`config.mk`:
```
export PLATFORM = sky130hd
export DESIGN_NAME = aes_state_sel_reg
export DESIGN_NICKNAME = d
export VERILOG_FILES = /design/src/rtl/aes_state_sel_reg.sv
export SDC_FILE = /design/constraint.sdc
export NUM_CORES = 1
export LEC_CHECK = 0
export ABC_AREA = 1
export CORE_AREA = 10 10 199 201
export CTS_CLUSTER_DIAMETER = 100
export CTS_CLUSTER_SIZE = 24
export DETAILED_ROUTE_END_ITERATION = 10
export DIE_AREA = 0 0 209 211
export PLACE_DENSITY = 0.56
export SYNTH_ARGS = -nofsm -noshare
export SYNTH_HDL_FRONTEND = slang
export SYNTH_SLANG_ARGS = --single-unit
```
`constraint.sdc`:
```
create_clock -name clk -period 3.7 [get_ports clk]
set_clock_uncertainty 0.15 [all_clocks]
set_input_delay 0.37 -clock clk [delete_from_list [all_inputs] [get_ports clk]]
set_output_delay 0.37 -clock clk [all_outputs]
set_load 0.02 [all_outputs]
```
`src/rtl/aes_state_sel_reg.sv`:
```
// aes_state_sel_reg: registered, handshaked NUM_IN-way selector for the AES state/key datapath
//   clk       rising-edge clock
//   rst_n     asynchronous reset, active low
//   mode      0 = explicit sel, 1 = round-robin
//   sel       channel index used in explicit mode
//   in_data   packed inputs, channel i = [i*N +: N]
//   in_valid  per-channel valid
//   in_ready  per-channel ready (combinational grant)
//   out_data  registered selected word
//   out_src   channel index of out_data
//   out_valid out_data holds an untaken word
//   out_ready downstream accepts
//   sel_err   one-cycle pulse: out-of-range sel in explicit mode with any input valid
module aes_state_sel_reg #(
    parameter  int N      = 128,
    parameter  int NUM_IN = 3,
    localparam int SEL_W  = $clog2(NUM_IN)
) (
    input  logic                clk,
    input  logic                rst_n,
    input  logic                mode,
    input  logic [SEL_W-1:0]    sel,
    input  logic [NUM_IN*N-1:0] in_data,
    input  logic [NUM_IN-1:0]   in_valid,
    output logic [NUM_IN-1:0]   in_ready,
    output logic [N-1:0]        out_data,
    output logic [SEL_W-1:0]    out_src,
    output logic                out_valid,
    input  logic                out_ready,
    output logic                sel_err
);
    logic [SEL_W-1:0]  rr_ptr;
    logic [SEL_W-1:0]  g;
    logic [NUM_IN-1:0] grant;
    logic              load;
    logic              sel_ok;
    logic              xfer;

    // Walk the search order from the far end back toward p so the last hit,
    // i.e. the first valid channel at or after p, is the one left set.
    function automatic logic [NUM_IN-1:0] rr_pick(input logic [SEL_W-1:0] p, input logic [NUM_IN-1:0] v);
        rr_pick = '0;
        for (int k = NUM_IN - 1; k >= 0; k--) begin
            int j;
            j = int'(p) + k;
            if (j >= NUM_IN) j -= NUM_IN;
            if (v[j]) begin
                rr_pick    = '0;
                rr_pick[j] = 1'b1;
            end
        end
    endfunction

    assign load     = ~out_valid | out_ready;
    assign sel_ok   = int'(sel) < NUM_IN;
    assign grant    = !load ? '0 :
                      mode  ? rr_pick(rr_ptr, in_valid) :
                      sel_ok ? ((NUM_IN'(1) << sel) & in_valid) : '0;
    assign in_ready = grant;
    assign xfer     = |grant;

    always_comb begin
        g = '0;
        for (int i = 0; i < NUM_IN; i++)
            if (grant[i]) g = SEL_W'(i);
    end

    always_ff @(posedge clk or negedge rst_n) begin
        if (!rst_n) begin
            out_data  <= '0;
            out_src   <= '0;
            out_valid <= 1'b0;
            sel_err   <= 1'b0;
            rr_ptr    <= '0;
        end else begin
            if (xfer) begin
                out_data  <= in_data[int'(g)*N +: N];
                out_src   <= g;
                out_valid <= 1'b1;
                if (mode) rr_ptr <= (g == SEL_W'(NUM_IN - 1)) ? '0 : g + 1'b1;
            end else if (out_ready) begin
                out_valid <= 1'b0;
            end
            sel_err <= ~mode & ~sel_ok & (|in_valid);
        end
    end
endmodule

```
Word level (Yosys, flattened, before mapping)
Index checks and enable logic that the tools add are counted.
Word-level totals
  memories: 0
  memory bits (read-only): 0
  RAM bits: 0
  output and inout port bits: 135
  input bits: 393
  logic and storage cells: 67
  register bits after elaboration: 134
  latch bits: 0
Cells by class
  divide/modulo/power cells: 0
  shift-type cells: 2
  mux-type cells: 29
  add/subtract/negate cells: 6
  multipliers: 0
  reduce and logical (&&, ||, !) cells: 7
  magnitude comparators: 10
  bitwise gates (word level): 7
  equality and inequality tests: 1
Operator list (count)
  indexed part select 384 x 10 -> 128 bit: 1
  >= comparator 32 x 1 -> 1 bit (second input constant): 3
  less-than comparator 32 x 4 -> 1 bit (second input constant): 3
  2-to-1 mux 32 bit: 3
  2-to-1 mux 3 bit: 6
  2-to-1 mux 1 bit: 12
  subtractor 3 x 2 -> 4 bit (second input constant): 2
  binary-select mux 1 bit (select 2 bit): 3
  demux 1 bit (select 2 bit): 3
  >= comparator 3 x 2 -> 1 bit (second input constant): 2
  OR reduction 3 bit: 2
  2-to-1 mux 2 bit: 2
  adder 2 x 1 -> 3 bit (second input constant): 1
  adder 2 x 2 -> 3 bit (second input constant): 1
  AND 3 bit: 1
  logical AND 1 bit: 3
  inverter 1 bit: 3
  left shift 1 x 2 -> 3 bit (first input constant): 1
  subtractor 2 x 2 -> 3 bit (second input constant): 1
  adder 2 x 1 -> 2 bit (second input constant): 1
  AND 1 bit: 2
  == test 2 bit (second input constant): 1
  >= comparator 2 bit (second input constant): 1
  less-than comparator 2 bit (second input constant): 1
  3 further kinds: 3

Depth between registers and ports, before layout
Gate-level depths: netlist of the first run.
  depth after elaboration: 16
  depth in mapped cells: 18
  mapped depth without buffers: 16

Worst setup path before layout of the first run
No wires, ideal clock.
  kind: register to output
  start point: register rr_ptr[0]
  end point: output port in_ready[2]
  cell stages (with the launch flop): 15
  slack: 1224 ps
  path buffers: 3
  arrival time: 1956 ps
  cell sequence: dfrtp_1 > inv_1 > ha_1 > inv_2 > nand2_1 > nand2_1 > nand2_1 > nand2_1 > nand2_1 > nand2_1 > nand2_1 > a21boi_1 > buf_2 > buf_2 > buf_4
On the way
  word-level cells in the longest chain between the ends: 12
  elaborated cells on any way between the ends: 40
  classes of those cells: add/sub: 5; order compare: 9; mux: 23; reduce/logical: 3
RTL lines
  from (decl): RTL line 32  | logic [SEL_W-1:0] rr_ptr;
  from (signal assigned): RTL line 80  | if (mode) rr_ptr <= (g == SEL_W'(NUM_IN - 1)) ? '0 : g + 1'b1;
  adder 2 x 2 -> 3 bit: RTL line 45  | j = int'(p) + k;
  subtractor 3 x 2 -> 4 bit / >= comparator 3 x 2 -> 1 bit (equally long branches): RTL line 46  | if (j >= NUM_IN) j -= NUM_IN;
  2-to-1 mux 32 bit: RTL line 46
  >= comparator 32 x 1 -> 1 bit (implied by the code) / less-than comparator 32 x 4 -> 1 bit (equally long branches): RTL line 49  | rr_pick[j] = 1'b1;
  logical AND 1 bit (implied by the code): RTL line 49
  2-to-1 mux 1 bit (implied by the code): RTL line 49
  demux 1 bit (select 2 bit): RTL line 49
  2-to-1 mux 3 bit (2 in series): RTL line 47  | if (v[j]) begin
  2-to-1 mux 3 bit *: RTL line 47
  2-to-1 mux 3 bit *: RTL line 57  | mode ? rr_pick(rr_ptr, in_valid) :
  2-to-1 mux 3 bit *: RTL line 56  | assign grant = !load ? '0 :
  to (decl): RTL line 25  | output logic [NUM_IN-1:0] in_ready,
Every way passes the cells marked *; elsewhere a longest branch is shown, timed or not. The select of a mux whose other input is x is not followed.

Worst setup path after layout of the first run
  start point: register rr_ptr[0]
  end point: output port in_ready[1]
The elaborated chain is that of the path after synthesis.

==> flow_summary_export.csv, run 1 <==
group,metric,value,unit
outcome,status,"finished, final reports clean",
timing,worst_pin_slew,1080,ps
logic_synthesis,yosys.cell_types.count,21,
placed_design,dp_slack,380,ps
placed_design,dp_cells,2338,
detailed_routing,dr.pass1.iters,5,
placed_design,place_congestion,0.804,
floorplanning,io-pin-count,528,
global_routing,grt_max_degree,129,
layout,final_cell_count_no_fill,2371,
logic_synthesis,synth_area,8650,sq um
critical_path,setup.worst_path.end_class,"output pin",
critical_path,r2r_cells,16,
detailed_routing,vias,10500,
timing,final_hold_viol_count,0,
logic_synthesis,seq_area_frac_synth,38.8,%
floorplanning,die_w,209,um
global_routing,grt_pass1_vias,10600,
hold_path,whs_endpoint,"out_data[38]",
power_and_ir_drop,irDropWorstVdd,0.000559,V
timing,period_minus_slack,3450,ps
critical_path,crit_type,"reg -> out",
hold_path,hold_depth,2,
power_and_ir_drop,cellPowerDensity,746,nW/um^2
clocking,cts_tree,"yes",
layout,nets,2294,
detailed_routing,wire_per_inst,18.2,um
logic_synthesis,postSynthAreaPerCell,6.04,sq um
timing,setup_violations,0,
critical_path,cp.arrival,2930,ps
timing,maxSlewHeadroom,27.7,%
clocking,clk_latency,420,ps
detailed_routing,antenna_left,0,
timing,finalCritPeriodShare,93.3,%
critical_path,startpoint_type,"flip-flop",
floorplanning,die_area,44100,sq um
detailed_routing,vias_per_cell,4.44,
logic_synthesis,syn-num-nets,1828,
critical_path,cp_max_fo,30,
power_and_ir_drop,leakage,7.52,nW
critical_path,r2r-end,"out_data[98]",
logic_synthesis,synth-main-ff-cell,"dfrtp_1",
detailed_routing,drtIter0Drc,651,
floorplanning,die_h,211,um
clocking,htreeDepth,4,
global_routing,grt_antenna_before_repair,1,
layout,syn_to_final_growth,71.4,%
logic_synthesis,async_flop_share,100,%
layout,fill_cells,3775,
logic_synthesis,synth_edf_count,0,
clocking,cts.sinks,134,
logic_synthesis,yosys.cell_count.top_type,"nand2_1",
power_and_ir_drop,finalPower,0.0111,W
detailed_routing,wl,43100,um
clocking,clk_path_buf_depth,2,
global_routing,grt-ovfl-total,0,
clocking,clk_root_buffer_cell,"clkbuf_16",
logic_synthesis,synth_common_cells,"949 x nand2_1, 175 x nand3_1, 134 x dfrtp_1",
layout,layout-drive-gt1-share,2.93,%
hold_path,hold_start,"out_data[38]",
placed_design,io_buffers,527,
clocking,cts_buffers,17,
timing,clock.fmax,290,MHz
logic_synthesis,yosys.area.top_type,"nand2_1",
critical_path,required,3180,ps
logic_synthesis,synth.area.top_cells,"nand2_1 41%, dfrtp_1 39%, nand3_1 10%, buf_2 3.9%, inv_1 2.2%",
timing,layout_setup_ws,249,ps
critical_path,r2r-start,"rr_ptr[0]",
critical_path,reg2reg_slack,490,ps
floorplanning,initial_utilization,24.4,%
global_routing,grt_pass1_wl,64800,um
logic_synthesis,syn_inst,1431,
logic_synthesis,ys_ff_latch,134,
flow_run,drv_cap,0,
timing,tns,0,ps
floorplanning,core,35400,sq um
floorplanning,num_rows,69,
hold_path,hp-class,"reg -> reg",
logic_synthesis,yosysWarnings,0,
timing,final_max_slew_viol_count,0,
logic_synthesis,synth_top_area_share,41.2,%
detailed_routing,drc,0,
placed_design,dpl.hpwl,31800,um
layout,diodes,0,
global_routing,track_usage,18.8,%
clocking,path_clk_slew,60,ps
timing,rsz0062_at_grt,"false",
-- report_power, final --
group / total (W) / internal, W / switching, W
registers: 0.00260 / 0.00220 / 0.000395
logic: 0.00681 / 0.00263 / 0.00418
clock network: 0.00165 / 0.000934 / 0.000717
total: 0.0111 / 0.00577 / 0.00530
-- logic make-up (layout without fill, tap and decap cells) --
logic type	Yosys count	count (layout)	synth area share [%]
AOI/OAI and AO/OA	9	9	0.608
adders and majority gates	4	4	0.579
buffers and inverters	149	628	8.00
DFF	134	134	38.8
and+or+nand+nor	1135	1135	52.0
-- cell type report --
cell class / instances / area, sq um / area share (%)
inverters: 53 / 201 / 1.36
flip-flops and latches: 134 / 3350 / 22.6
clock inverters: 13 / 126 / 0.853
well taps: 461 / 577 / 3.89
repair buffers: 543 / 5490 / 37.0
clock buffers: 19 / 433 / 2.92
multi-input cells: 1148 / 4650 / 31.3
-- layer usage --
layer	wire, um	track usage [%]
met2	21100	32.1
met4	648	4.37
met3	3540	6.03
met1	17900	22.3
met5	13	0
-- registers in the layout, summed over array words and instances, names as in the netlist --
name,flops
out_data,128
out_src,2
out_valid,1
rr_ptr,2
sel_err,1
-- worst max path at each step --
stage | end | startpoint | depth (start not counted) | slack, ps
6_report | in_ready[1] | rr_ptr[0] | 12 | 250
5_1_grt | in_ready[1] | rr_ptr[0] | 12 | 10
4_1_cts | in_ready[1] | rr_ptr[0] | 12 | 180
3_5_place_dp | out_data[98] | in_valid[1] | 14 | 380
3_3_place_gp | out_data[98] | in_valid[1] | 14 | 410
2_1_floorplan | in_ready[2] | rr_ptr[0] | 14 | 1220
-- worst max-delay path, cell delays in order, from the launching register on --
cell and delay (ps):
dfrtp_1 390, inv_1 80, ha_1 370, inv_2 110, nand2_1 70, nand2_1 130, nand2_1 90, nand2_1 60
nand3_1 110, nand2_4 100, nand2_4 220, inv_2 130, clkdlybuf4s50_1 660
-- layout by cell type (no fill, tap or decap), types with 2 or more instances in the layout --
cell	Yosys	final
clkinvlp_4	0	4
inv_1	50	50
clkbuf_16	0	17
ha_1	4	4
nand3_1	175	175
nand2_1	949	948
inv_2	3	2
nand2_4	0	3
clkinv_4	0	4
a21oi_1	2	2
buf_4	11	8
inv_6	0	3
nor2_1	4	4
clkbuf_1	16	2
buf_12	0	7
clkdlybuf4s50_1	0	526
o21ai_0	4	4
dfrtp_1	134	134
-- through the flow --
step	area [sq um]	util, %	hold WS, ps
after floorplan	8650	-	-75.6
after global placement	14300	40.3	306
after detailed placement	14300	40.3	312
after CTS	14800	41.9	327
after global routing	14800	41.9	343
final	14800	41.9	325
-- repair_timing --
action | CTS | global route
hold buffers | 1 | 0
resized for setup | 0 | 0
endpoints found under the hold margin | 85 | 0
setup buffers | 0 | 0
(Power assumes the default switching activity.)
==> inputs of run 2 (changes only) <==
--- a/config.mk
+++ b/config.mk
@@ -6,12 +6,13 @@
 export NUM_CORES = 1
 export LEC_CHECK = 0
 export ABC_AREA = 1
-export CORE_AREA = 10 10 199 201
+export CORE_AREA = 10 10 196 198
 export CTS_CLUSTER_DIAMETER = 100
 export CTS_CLUSTER_SIZE = 24
 export DETAILED_ROUTE_END_ITERATION = 10
-export DIE_AREA = 0 0 209 211
-export PLACE_DENSITY = 0.56
+export DIE_AREA = 0 0 206 208
+export PLACE_DENSITY = 0.59
+export REMOVE_ABC_BUFFERS = 1
 export SYNTH_ARGS = -nofsm -noshare
 export SYNTH_HDL_FRONTEND = slang
 export SYNTH_SLANG_ARGS = --single-unit
==> constraint.sdc (replaced) <==
create_clock -name clk -period 2.9 [get_ports clk]
set_clock_uncertainty 0.15 [all_clocks]
set_input_delay 0.29 -clock clk [delete_from_list [all_inputs] [get_ports clk]]
set_output_delay 0.29 -clock clk [all_outputs]
set_load 0.02 [all_outputs]
==> flow_summary_export.csv, run 2 (same netlist as run 1, synthesis figures left out) <==
group,metric,value,unit
detailed_routing,vias_per_cell,4.46,
critical_path,cp_slowest_stage_delay,390,ps
timing,clock.fmax,364,MHz
timing,worst_pin_slew,698,ps
layout,nets,2307,
critical_path,r2r-start,"rr_ptr[1]",
critical_path,crit_type,"reg -> out",
clocking,clk_root_buffer_cell,"clkbuf_16",
clocking,cts_buffers,17,
layout,layout-drive-gt1-share,4.11,%
clocking,cts.sinks,134,
timing,rsz0062_at_grt,"false",
floorplanning,die_w,206,um
power_and_ir_drop,finalPower,0.0147,W
critical_path,cp.arrival,2310,ps
power_and_ir_drop,cellPowerDensity,967,nW/um^2
global_routing,grt_pass1_vias,10500,
detailed_routing,wl,42600,um
critical_path,path_delay_family,"buffers and inverters",
detailed_routing,drtIter0Drc,530,
layout,reg.largest.list,"out_data x128, out_src x2, rr_ptr x2",
placed_design,dpl.hpwl,31700,um
floorplanning,die_area,42800,sq um
power_and_ir_drop,leakage,7.70,nW
layout,final_cell_count_no_fill,2379,
global_routing,grt_antenna_before_repair,1,
detailed_routing,vias,10600,
layout,fill_cells,3573,
hold_path,hp-class,"in -> async",
placed_design,place_congestion,0.844,
clocking,path_clk_slew,60,ps
timing,final_hold_viol_count,0,
critical_path,r2r-end,"out_data[78]",
timing,final_max_slew_viol_count,0,
critical_path,required,2460,ps
critical_path,cp_cell_sequence,"buf_4, ha_1, inv_1, nand3_2, nand2_1, nand2_1, nand3_2, nand2_4, nand2_8, clkinv_8, buf_12, buf_4",
clocking,clk_path_buf_depth,2,
critical_path,reg2reg_slack,220,ps
power_and_ir_drop,irDropWorstVdd,0.000494,V
placed_design,io_buffers,527,
critical_path,cp_max_fo,10,
layout,largest_reg_flops,128,
critical_path,r2r_cells,16,
floorplanning,num_rows,68,
layout,layout_commonest_cell,"nand2_1",
placed_design,dp_cells,2341,
detailed_routing,dr.pass1.iters,5,
critical_path,setup.worst_path.end_class,"output pin",
global_routing,grt_pass1_wl,62900,um
floorplanning,initial_utilization,25.2,%
clocking,cts_tree,"yes",
layout,syn_to_final_growth,75.6,%
global_routing,grt_max_degree,92,
detailed_routing,drc,0,
timing,maxSlewHeadroom,53.5,%
clocking,clk_latency,420,ps
floorplanning,die_h,208,um
detailed_routing,antenna_left,0,
detailed_routing,wire_per_inst,17.9,um
global_routing,track_usage,18.7,%
timing,period_minus_slack,2750,ps
timing,setup_violations,0,
outcome,status,"finished, final reports clean",
timing,finalCritPeriodShare,94.7,%
global_routing,grt-ovfl-total,0,
critical_path,slowest_stage,"dfrtp_1",
critical_path,startpoint_type,"flip-flop",
layout,top_register,"out_data",
floorplanning,io-pin-count,528,
flow_run,drv_cap,0,
layout,final_cell_mix,"947 x nand2_1, 523 x clkdlybuf4s50_1, 174 x nand3_1",
critical_path,critPathBufInv,5,
clocking,htreeDepth,4,
floorplanning,core,34400,sq um
-- run 2: changes by cell type in the layout (fill, tap and decap cells not counted), moves of 3 or more --
cell,change
clkinvlp_4,-3
clkdlybuf4s50_1,-3
buf_4,+4
bufinv_16,+3
buf_12,+6
-- run 2: layer usage --
layer  GRT usage [%]  wire length [um]  vias to the layer above
met5               0                 0                        -
met4            4.47               675                        0
met3            6.51              3870                       30
met2            32.6             21400                      402
met1            21.4             16700                     4843
li1                -                 -                     5330
-- run 2: where the power goes --
group          internal [W]  switching, W
clock               0.00147      0.000904
combinational       0.00360       0.00539
sequential          0.00281      0.000503
total               0.00789       0.00680
-- run 2: area by class of cell --
cell class / instances / area (sq um) / area share (%)
timing repair buffer: 556 / 5730 / 37.7
multi-input combinational: 1148 / 4680 / 30.8
sequential: 134 / 3350 / 22.1
tap: 455 / 569 / 3.75
clock buffer: 18 / 439 / 2.89
inverter: 53 / 214 / 1.41
clock inverter: 14 / 199 / 1.31
antenna: 1 / 2.50 / 0.0165
-- run 2: per-stage QoR --
| step | TNS [ps] | setup slack (ps) | hold slack [ps] | utilization, % | instance area (sq um) |
|---|---|---|---|---|---|
| floorplan | -1127560 | -8460 | -156 | - | 8160 |
| global placement | 0 | 96.0 | 233 | 41.9 | 14400 |
| detailed placement | 0 | 58.4 | 225 | 41.9 | 14400 |
| CTS | 0 | 20.1 | 312 | 43.9 | 15100 |
| global route | 0 | 1.55 | 345 | 44.2 | 15200 |
| finish | 0 | 153 | 321 | 44.2 | 15200 |
-- run 2: worst max-delay path by stage --
stage               cells after the start  slack (ps)      start          end
floorplan                               8       -8460  out_valid   out_src[1]
global placement                       12         100  rr_ptr[0]  in_ready[2]
detailed placement                     11          60  rr_ptr[1]  in_ready[2]
CTS                                    13          20  rr_ptr[0]  in_ready[1]
global route                           13           2  rr_ptr[0]  in_ready[1]
finish                                 12         150  rr_ptr[0]  in_ready[1]
-- run 2: what timing repair did --
| item | CTS | global route |
|---|---|---|
| buffers inserted | 0 | 1 |
| setup endpoints to repair | 3 | 17 |
| pin swaps | 0 | 3 |
| hold endpoints to repair | 68 | 0 |
| gates cloned | 1 | 2 |
| gates resized for setup | 6 | 12 |
| hold buffers | 1 | 0 |
==> variant (settings of run 1) <==
The parameter `N` goes from 128 to 64.
--- a/src/rtl/aes_state_sel_reg.sv
+++ b/src/rtl/aes_state_sel_reg.sv
@@ -14,3 +14,3 @@
 module aes_state_sel_reg #(
-    parameter  int N      = 128,
+    parameter  int N      = 64,
     parameter  int NUM_IN = 3,
Ports: changed (resized in_data and out_data); port bits go from 528 to 272. The function was not compared with the original's and may differ.
==> variant against run 1 <==
Die area unchanged. Synthesized cell count decreased by 49%. Setup slack improved by 0.30 ns. First-iteration DRC count down 52%. Synthesized area shrank 45%. Via count fell by 47%. Power is 44% lower. Sequential cell count is 64 lower. Routed wire length decreased by 48%. Cell area fell by 45%. Register-to-register slack better by 0.30 ns. Critical path type unchanged. Largest power group unchanged. Highest routed layer is now met4.
==> variant: results (changes against run 1) <==
- Status: completed
- Internal power: 0.00321 W (-44%)
- CTS resizes: 0 (unchanged)
- Total CTS buffers: 9 (-8)
- Worst-Skew Late Latency: 0.35 ns (-0.07 ns)
- Share of post-route cells with drive strength above 1: 0.0355 (+0.00613)
- Initial DRT Pass Iterations: 4 (-1)
- Sequential power: 0.00137 W (-47%)
- Rel. slew slack: 0.319 (+0.0417)
- Detailed placement HPWL: 16600 um (-48%)
- Synth Area per Inst: 6.54 sq um (+8.2%)
- Port-buffer cells: 271 (-49%)
- Largest delay share family, worst path: buffers and inverters
- Worst slack at placement: 0.684 ns (+0.305 ns)
- Syn nets: 928 (-49%)
- CP max stage cell: clkdlybuf4s50_1
- Pin count of the biggest net entering global routing: 73 (-43%)
- Post-Route WL: 22400 um (-48%)
- Yosys cell types: 24 (+14%)
- Maximum vdd drop: 0.000310 V (-45%)
- Reg2reg setup slack: 0.79 ns (+0.30 ns)
- Fillers: 4035 (+6.9%)
- Vias in the first global route: 5825 (-45%)
- Inst Count DP: 1407 (-40%)
- Post-synth ARST share: 1.00 (unchanged)
- Vias: 5614 (-47%)
- Lkg Pwr: 3.60 nW (-52%)
- # H-tree levels: 3 (-1)
- Gpl congestion: 0.813 (+1.1%)
- Met2 wire length: 10500 um (-50%)
- Minimum clock period: 3.15 ns (-0.296 ns)
- Commonest cells in the netlist: nand2_1, nand3_1, nor2_1, dfrtp_1, buf_2
- Max incr delay on CP: 0.64 ns (-0.02 ns)
- Overall routing resource usage: 0.0989 (-0.0886)
- Combinational share of power: 0.644 (+0.028)
- Seq/Total Area, Yosys: 0.371 (-0.0171)
- Worst-path clk slew: 0.07 ns
- CP arrival: 2.63 ns (-0.30 ns)
- First DRT Iteration DRCs: 310 (-52%)
- Met3 WL: 1990 um (-44%)
- Hold crit path type: in -> async
- M2 GR Usage: 0.167 (-0.154)
- Initial antenna violation count: 1 (unchanged)
- GRT met3 Usage: 0.0417 (-0.0186)
- Ys Warns: 0 (unchanged)
- Dominant cells by area after synthesis: dfrtp_1, nand3_1, nand2_1
- Highest metal used: met4
- Main synth FF type: dfrtp_1
- Critical Path Fanout Max: 5 (-83%)
- CTS root buf: clkbuf_16
- Met1 usage: 0.112 (-0.112)
- Post-CTS Setup Inserts: 0 (unchanged)
- First-pass GRT wire length: 34000 um (-48%)
- CTS Buffer Depth: 2 (unchanged)
- Post-DP Area: 0.00784 sq mm (-45%)
- Met1 wire length: 9570 um (-46%)
- Final net count: 1162 (-49%)
- Registers with the most flip-flops: out_data: 64 flops, out_src: 2 flops, rr_ptr: 2 flops
- Vias/cell: 3.95 (-11%)
variant: cell count changes in the layout (fill, tap and decap cells not counted), sizes merged, moves of 3 or more:
cell	before	now
nand3b	0	32
clkinvlp	4	0
o21ai	4	23
buf	16	10
clkinv	5	2
clkbuf	19	11
nand3	177	171
inv	56	36
nand2	951	173
clkdlybuf4s50	526	270
nor2	4	148
dfrtp	134	70
variant: worst paths after layout:
kind | startpoint | endpoint | depth (start not counted)
setup / recovery | rr_ptr[0] | in_ready[2] | 12
hold / removal | rst_n | out_data[12] | 1
setup reg to reg | rr_ptr[0] | out_data[56] | 15
hold reg to reg | out_data[22] | out_data[22] | 2
max in group asynchronous | rst_n | out_data[32] | 1
min in group clk | out_data[22] | out_data[22] | 2
variant: metrics by stage:
step,hold slack [ns],util,total power [W]
after global routing,0.137,0.229,0.00677
after global placement,0.323,0.221,0.00541
after detailed placement,0.324,0.221,0.00544
final,0.0588,0.229,0.00618
after floorplan,-0.0756,-,0.00378
after CTS,0.0892,0.229,0.00631
variant: cell type report:
| type | count | area, sq um | share of cell area |
|---|---|---|---|
| Inverter | 36 | 135 | 0.0167 |
| Tap cell | 461 | 577 | 0.0712 |
| Clock inverter | 2 | 10.0 | 0.00124 |
| Clock buffer | 11 | 253 | 0.0312 |
| Timing Repair Buffer | 280 | 2800 | 0.346 |
| Antenna cell | 1 | 2.50 | 0.000309 |
| Multi-Input combinational cell | 560 | 2570 | 0.317 |
| Sequential cell | 70 | 1750 | 0.216 |
variant: logic make-up after synthesis:
logic type | share of synthesized area
buffers and inverters | 0.0921
flip-flops | 0.371
AND/OR/NAND/NOR | 0.490
AO/OA/AOI/OAI | 0.0363
adder cells (fa/ha/maj) | 0.0106
